$ cat config.mk
export PLATFORM = sky130hd
export DESIGN_NAME = core_mstr_switch
export DESIGN_NICKNAME = d
export VERILOG_FILES = /design/src/rtl/core_mstr_switch.sv
export SDC_FILE = /design/constraint.sdc
export NUM_CORES = 1
export LEC_CHECK = 0
export BUFFER_PORTS_ARGS = -buffer_cell sky130_fd_sc_hd__buf_4
export CORE_AREA = 3 3 263 265
export CTS_CLUSTER_DIAMETER = 100
export CTS_CLUSTER_SIZE = 30
export DETAILED_ROUTE_END_ITERATION = 10
export DIE_AREA = 0 0 266 268
export HOLD_SLACK_MARGIN = 0.12
export PLACE_DENSITY_LB_ADDON = 0.15
export SYNTH_ARGS = -nofsm -noshare
export SYNTH_HDL_FRONTEND = slang
export SYNTH_SLANG_ARGS = --single-unit
$ cat constraint.sdc
create_clock -name clk_i -period 2 [get_ports clk_i]
set_input_delay 0.5 -clock clk_i [delete_from_list [all_inputs] [get_ports clk_i]]
set_output_delay 0.5 -clock clk_i [all_outputs]
set_load 0.02 [all_outputs]
$ cat src/rtl/core_mstr_switch.sv
// core_mstr_switch
//   N-master switch for the native valid/ready core bus. One of N_MSTR
//   masters (index 0 = mgmt core, 1..N_MSTR-1 = user cores) owns the
//   single core bus at any time. The select input is synchronised. The
//   switch never moves ownership while a transfer is outstanding, and it
//   holds the bus idle for QUIET_CYC cycles after every change of owner.
//
// Handshake: a transfer is offered while core_valid_o is high and retires
//   on the cycle where core_valid_o & core_ready_i. Masters hold
//   valid/addr/wdata/wstrb stable until they see their ready.
//
// Ports
//   clk_i, rst_n_i      clock, asynchronous active-low reset
//   sel_i               requested master index (may be asynchronous)
//   mstr_valid_i/addr_i/wdata_i/wstrb_i   per-master request, packed by index
//   mstr_rdata_o/ready_o/irq_o            per-master response, packed by index
//   core_valid_o/addr_o/wdata_o/wstrb_o   bus request
//   core_rdata_i/ready_i                  bus response
//   irq_i               SoC IRQ vector, routed to the owning master only
//   cur_sel_o           current owner index
//   switching_o         high while in DRAIN or QUIET
//   state_o             FSM state (0 RUN, 1 DRAIN, 2 QUIET) for debug
module core_mstr_switch #(
  parameter int N_MSTR    = 4,
  parameter int SEL_W     = 5,
  parameter int SYNC_STG  = 2,
  parameter int QUIET_CYC = 2
) (
  input  logic                  clk_i,
  input  logic                  rst_n_i,
  input  logic [SEL_W-1:0]      sel_i,
  input  logic [N_MSTR-1:0]     mstr_valid_i,
  input  logic [N_MSTR*32-1:0]  mstr_addr_i,
  input  logic [N_MSTR*32-1:0]  mstr_wdata_i,
  input  logic [N_MSTR*4-1:0]   mstr_wstrb_i,
  output logic [N_MSTR*32-1:0]  mstr_rdata_o,
  output logic [N_MSTR-1:0]     mstr_ready_o,
  output logic [N_MSTR*32-1:0]  mstr_irq_o,
  output logic                  core_valid_o,
  output logic [31:0]           core_addr_o,
  output logic [31:0]           core_wdata_o,
  output logic [3:0]            core_wstrb_o,
  input  logic [31:0]           core_rdata_i,
  input  logic                  core_ready_i,
  input  logic [31:0]           irq_i,
  output logic [3:0]            cur_sel_o,
  output logic                  switching_o,
  output logic [1:0]            state_o
);

  typedef enum logic [1:0] {
    RUN   = 2'd0,
    DRAIN = 2'd1,
    QUIET = 2'd2
  } state_t;

  localparam logic [3:0] QCNT_INIT = 4'(QUIET_CYC);

  state_t           state;
  logic [3:0]       cur_q;
  logic [3:0]       qcnt;
  logic [SEL_W-1:0] sel_s;
  logic [31:0]      sel_ext;
  logic [3:0]       tgt;
  logic             inflight;

  // Select synchroniser; zero stages samples sel_i directly.
  generate
    if (SYNC_STG == 0) begin : g_nosync
      assign sel_s = sel_i;
    end else begin : g_sync
      logic [SEL_W-1:0] sync_q [SYNC_STG];
      always_ff @(posedge clk_i or negedge rst_n_i) begin
        if (!rst_n_i) begin
          for (int i = 0; i < SYNC_STG; i++) sync_q[i] <= '0;
        end else begin
          sync_q[0] <= sel_i;
          for (int i = 1; i < SYNC_STG; i++) sync_q[i] <= sync_q[i-1];
        end
      end
      assign sel_s = sync_q[SYNC_STG-1];
    end
  endgenerate

  // Range check uses every bit of sel_s, so stray upper bits fall back to mgmt.
  assign sel_ext  = 32'(sel_s);
  assign tgt      = (sel_ext < 32'(N_MSTR)) ? sel_ext[3:0] : 4'd0;
  assign inflight = core_valid_o & ~core_ready_i;

  // Datapath: the owner is connected in RUN and DRAIN, nobody in QUIET.
  always_comb begin
    core_valid_o = 1'b0;
    core_addr_o  = '0;
    core_wdata_o = '0;
    core_wstrb_o = '0;
    mstr_ready_o = '0;
    mstr_rdata_o = '0;
    mstr_irq_o   = '0;
    if (state != QUIET) begin
      for (int k = 0; k < N_MSTR; k++) begin
        if (cur_q == 4'(k)) begin
          core_valid_o              = mstr_valid_i[k];
          core_addr_o               = mstr_addr_i[32*k +: 32];
          core_wdata_o              = mstr_wdata_i[32*k +: 32];
          core_wstrb_o              = mstr_wstrb_i[4*k +: 4];
          mstr_ready_o[k]           = core_ready_i;
          mstr_rdata_o[32*k +: 32]  = core_rdata_i;
          mstr_irq_o[32*k +: 32]    = irq_i;
        end
      end
    end
  end

  // Ownership FSM.
  always_ff @(posedge clk_i or negedge rst_n_i) begin
    if (!rst_n_i) begin
      state <= QUIET;
      cur_q <= 4'd0;
      qcnt  <= QCNT_INIT;
    end else begin
      case (state)
        RUN: begin
          if (tgt != cur_q) begin
            if (!inflight) begin
              cur_q <= tgt;
              qcnt  <= QCNT_INIT;
              state <= QUIET;
            end else begin
              state <= DRAIN;
            end
          end
        end
        DRAIN: begin
          // Request withdrawn: keep the owner. Otherwise hand over as soon as
          // nothing is outstanding (normally the retire cycle).
          if (tgt == cur_q) begin
            state <= RUN;
          end else if (!inflight) begin
            cur_q <= tgt;
            qcnt  <= QCNT_INIT;
            state <= QUIET;
          end
        end
        QUIET: begin
          qcnt <= qcnt - 4'd1;
          if (qcnt <= 4'd1) state <= RUN;
        end
        default: state <= QUIET;
      endcase
    end
  end

  assign cur_sel_o   = cur_q;
  assign switching_o = (state != RUN);
  assign state_o     = state;

endmodule

### Word-level counts from Yosys, hierarchy flattened

Index checks and enable logic that the tools add are counted.

| storage, ports and cells | value |
|---|---|
| register bits | 20 |
| bits of input ports | 348 |
| output and inout bits | 336 |
| logic and storage cells | 80 |

| cells by class | value |
|---|---|
| add/subtract/negate cells | 1 |
| order comparisons | 2 |
| equal/unequal tests | 12 |
| muxes and demuxes | 50 |
| bitwise gates (word level) | 2 |
| reduce and logical (&&, ||, !) cells | 8 |

Operators by type and width:

| cell | count |
|---|---|
| 32-bit two-way mux | 18 |
| 128-bit two-way mux | 2 |
| 4-bit two-way mux | 13 |
| 4-bit case mux with 3 select lines | 1 |
| 2-bit two-way mux | 5 |
| 1-bit two-way mux | 9 |
| 3-bit AND reduction | 3 |
| 4-bit by 2-bit == test with 1-bit output (second input constant) | 2 |
| 2-bit != test (second input constant) | 4 |
| 4-bit case mux with 2 select lines | 1 |
| 2-bit case mux with 3 select lines | 1 |
| 5-bit by 3-bit < comparator with 1-bit output (second input constant) | 1 |
| 4-bit by 1-bit == test with 1-bit output (second input constant) | 1 |
| 4-bit == test | 1 |
| 4-bit by 1-bit <= comparator with 1-bit output (second input constant) | 1 |
| 4-bit logical NOT | 1 |
| 4-bit != test | 1 |
| 2-bit nonzero test | 2 |
| 4-bit by 1-bit subtractor with 4-bit output (second input constant) | 1 |
| 3-bit != test (second input constant) | 1 |
| 3-bit nonzero test | 1 |
| 2-bit by 1-bit == test with 1-bit output (second input constant) | 1 |
| 2-bit == test (second input constant) | 1 |
| 2-bit logical NOT | 1 |
| other kinds (2) | 2 |

### Depth between registers and ports, before layout

| depth | value |
|---|---|
| depth after elaboration | 10 |
| depth in mapped cells | 7 |
| gate-level depth less buffers | 6 |

### Worst setup path before layout

OpenSTA, ideal clock, no wires.

| path | value |
|---|---|
| path type | reg-to-output |
| start point | register cur_q[1], in the netlist cur_sel_o[1] |
| end point | output port core_addr_o[17] |
| data arrival time | 1.793 ns |
| data required time | 1.500 ns |
| setup slack | -0.293 ns |
| stages on the path, launching flop included | 8 |
| buffers on the path | 3 |
| path through | dfrtp_1 buf_2 nor3b_4 nand2_1 buf_2 buf_1 o21ai_1 a21oi_1 |

| between the ends | value |
|---|---|
| word-level cells in the longest chain between the ends | 6 |
| elaborated cells on any way between the ends | 9 |
| those cells by class | 3 x eq/ne; 5 x mux; 1 x reduce/logical |

Ends and longest elaborated chain:

| what | RTL line | RTL |
|---|---|---|
| start: declaration | 60 | `logic [3:0] cur_q;` |
| start signal: assignment | 125 | `cur_q <= tgt;` |
| start signal: assignment | 139 | `cur_q <= tgt;` |
| 4-bit logical NOT | 101 | `if (cur_q == 4'(k)) begin` |
| 32-bit two-way mux (3 in a row) | 101 |  |
| 32-bit two-way mux (*) | 101 |  |
| 32-bit two-way mux (*) | 99 | `if (state != QUIET) begin` |
| end: declaration | 40 | `output logic [31:0] core_addr_o,` |

Mark *: on every way between the ends. The rest lies on a longest branch, timed or not.

### Final worst setup path

| path | value |
|---|---|
| start point | register cur_q[0], in the netlist cur_sel_o[0] |
| end point | output port core_wdata_o[30] |

| between the ends | value |
|---|---|
| word-level cells in the longest chain between the ends | 6 |
| elaborated cells on any way between the ends | 9 |
| those cells by class | 3 x eq/ne; 5 x mux; 1 x reduce/logical |

Ends and longest elaborated chain:

| what | RTL line | RTL |
|---|---|---|
| 4-bit logical NOT | 101 |  |
| 32-bit two-way mux (3 in a row) | 101 |  |
| 32-bit two-way mux (*) | 101 |  |
| 32-bit two-way mux (*) | 99 |  |
| end: declaration | 41 | `output logic [31:0] core_wdata_o,` |

Marks and branches as above.

==> results.sh <==
export IMPL_violations="setup timing"
export IMPL_critical_path_peak_fanout=9
export IMPL_hp_class="in2async"
export IMPL_drcViolationCount=0
export IMPL_place_inst=2311
export IMPL_yosys_warnings=0
export IMPL_viasPerCell=3.76
export IMPL_synth_edf_count=0
export IMPL_slew_violations=0
export IMPL_p_leak_uw=0.00715
export IMPL_clockRootBuffer="clkbuf_16"
export IMPL_layout_drive_gt1_share_pct=88.1
export IMPL_gp_congestion=0.849
export IMPL_detail_route_antenna_nets=0
export IMPL_drv_cap=0
export IMPL_yosysTopAreaCellShare_pct=26.7
export IMPL_ys_flop_type="dfrtp_1"
export IMPL_yosysSeqAreaShare_pct=12.1
export IMPL_die_y_um=268
export IMPL_arrival_ps=2150
export IMPL_rsz0062_at_grt="true"
export IMPL_fin_crit_ps=2650
export IMPL_worstMarginPinSlew_ps=649
export IMPL_place_ws_ps=-416
export IMPL_skew_ps=4.13
export IMPL_combPwrFrac_pct=92.0
export IMPL_first_pass_iters=8
export IMPL_seqPwrFrac_pct=4.6
export IMPL_avgSynthCellArea_um2=5.73
export IMPL_switching_share_pct=52.3
export IMPL_rows=95
export IMPL_power_density_mw_per_mm2=716
export IMPL_grt_max_degree=38
export IMPL_setup_ws_ps=-648
export IMPL_start_util_pct=6.20
export IMPL_cp_required_ps=1500
export IMPL_end_kind="output port"
export IMPL_r2r_slack_ps=-10
export IMPL_worstSetupPathType="reg2out"
export IMPL_antenna_found_initial=3
export IMPL_grt_overflow_total=0
export IMPL_clock_sinks=20
export IMPL_port_buffers=683
export IMPL_dieArea_mm2=0.0713
export IMPL_ff2ff_path_depth=7
export IMPL_clk_pin_slew_ps=50
export IMPL_cts_tree="done"
export IMPL_wl_um=50200
export IMPL_layout_cells_non_filler=2408
export IMPL_setup_violations=332
export IMPL_p_int_uw=5820
export IMPL_cp_start_kind="flop"
export IMPL_final_nets=1885
export IMPL_wl_per_cell_um=20.8
export IMPL_ir_drop_mv=0.298
export IMPL_numCtsBuffers=3
export IMPL_pin_count=684
export IMPL_yosys_register_bits=20
export IMPL_rr_endpoint="cur_sel_o[0]$_DFFE_PN0P_"
export IMPL_async_flop_share_pct=100
export IMPL_syn_nets=1076
export IMPL_chipWidth_um=266
export IMPL_synth_area_leader_cell="nor2_1"
export IMPL_grt_pass1_vias=9584
export IMPL_max_freq_mhz=378
export IMPL_dpl_hpwl_um=37000
export IMPL_fp_coreArea_mm2=0.0670
export IMPL_hold_slack_ps=124
export IMPL_grt_pass1_wl_um=68500
export IMPL_netlist_instances=726
export IMPL_grt_usage_pct=13.0
export IMPL_p_switching_uw=6380
export IMPL_vias=9061
export IMPL_ys_types=38
export IMPL_r2r_start="cur_sel_o[0]$_DFFE_PN0P_"
export IMPL_finalCritPeriodShare_pct=132
export IMPL_ys_top_cells_by_area="nor2_1, dfrtp_1, mux2_2"
export IMPL_finish_utilization_pct=25.4
export IMPL_syn_to_final_growth_pct=310
export IMPL_first_iter_violations=425
export IMPL_syn_area_mm2=0.00416
export IMPL_htree_num_levels=1
export IMPL_slew_headroom_pct=56.8
export IMPL_final_hold_viol_count=0
export IMPL_clk_path_buf_depth=2
export IMPL_clk_latency_ps=250
export IMPL_status="finished, violations left"
export IMPL_p_clk_share_pct=3.4
[metal layers]
metal | up-vias | share of wire, % | track usage, %
met5 | - | 0 | 0
li1 | 4194 | - | -
met1 | 4357 | 37 | 14.4
met3 | 33 | 6.5 | 2.22
met2 | 477 | 55 | 25.6
met4 | 0 | 1.9 | 2.74
[critical path, cell delays in order (launching register included)]
cell	delay, ps
dfrtp_4	470
buf_4	140
nor4_4	40
buf_12	150
buf_12	130
a222oi_1	560
buf_4	220
nor2_2	30
buf_6	130
[cell type report]
class / instances / area (um2)
tap: 873 / 1090
clock buffer: 4 / 78.8
fill: 7299 / 50000
timing repair buffer: 886 / 9490
sequential: 20 / 510
multi-input combinational: 619 / 5830
inverter: 5 / 23.8
antenna: 1 / 2.50
[Yosys cell counts, types with 18 or more instances]
library cell,n
nor2_1,296
nand2_1,72
clkbuf_1,45
a21oi_1,40
o211ai_1,37
a22oi_1,36
mux2_2,34
a222oi_1,32
buf_2,23
o21ai_0,23
dfrtp_1,18
o21ai_1,18
[registers in the layout, summed over array words and instances, names as in the netlist]
signal         count
g_sync.sync_q      5
sel_s              5
cur_sel_o          4
qcnt               4
state_o            2
[how the worst max path moves through the flow]
stage,start,end,slack [ps],depth (start not counted)
finish,cur_sel_o[0]$_DFFE_PN0P_,core_wdata_o[30],-650,8
global route,cur_sel_o[0]$_DFFE_PN0P_,core_wstrb_o[1],-650,9
CTS,cur_sel_o[0]$_DFFE_PN0P_,core_wdata_o[10],-590,7
detailed placement,cur_sel_o[0]$_DFFE_PN0P_,core_wdata_o[30],-420,6
global placement,cur_sel_o[0]$_DFFE_PN0P_,core_wdata_o[30],-410,6
floorplan,cur_sel_o[1]$_DFFE_PN0P_,mstr_rdata_o[24],-90,6
[power groups by stage]
stage,Combinational (uW),Clock [uW],Sequential (uW)
floorplan,4610,0,573
global placement,8970,0,570
detailed placement,8880,0,571
CTS,10900,439,563
global route,11800,453,575
finish,11200,414,561
[through the flow]
| step | TNS, ps | instance area [um2] | power, uW |
|---|---|---|---|
| 4_1_cts | -143480 | 16400 | 11900 |
| 3_5_place_dp | -26030 | 12800 | 9450 |
| 5_1_grt | -154880 | 17000 | 12900 |
| 6_report | -125160 | 17000 | 12200 |
| 2_1_floorplan | -3610 | 5790 | 5180 |
| 3_3_place_gp | -21720 | 12800 | 9540 |
[timing repair]
item	CTS	global route
setup buffers	69	14
endpoints found under the setup margin	329	338
pin swaps	92	88
resized for setup	505	228
gates cloned	30	3
hold buffers	0	0
[kinds of logic after synthesis]
logic type / count (synthesis) / synth area share, %
AOI/OAI and AO/OA: 195 / 32.5
xor gates and xnor gates: 2 / 0.422
adders and majority gates: 2 / 0.602
buffers and inverters: 87 / 8.55
DFF: 20 / 12.1
muxes: 36 / 9.69
and+or+nand+nor: 384 / 36.2
[placed cells by master, fill, tap and decap left out, drive strengths merged, types with 5 or more instances in the layout]
cell type  netlist  final
mux2            34     34
clkbuf          45      7
o21ai           41     41
a222oi          32     32
o211ai          37     37
dfrtp           18     18
nor2           296    296
a22oi           36     36
inv              5      5
buf             37    882
a21oi           41     41
nand2           72     72
Power figures use the tool's default switching activity.
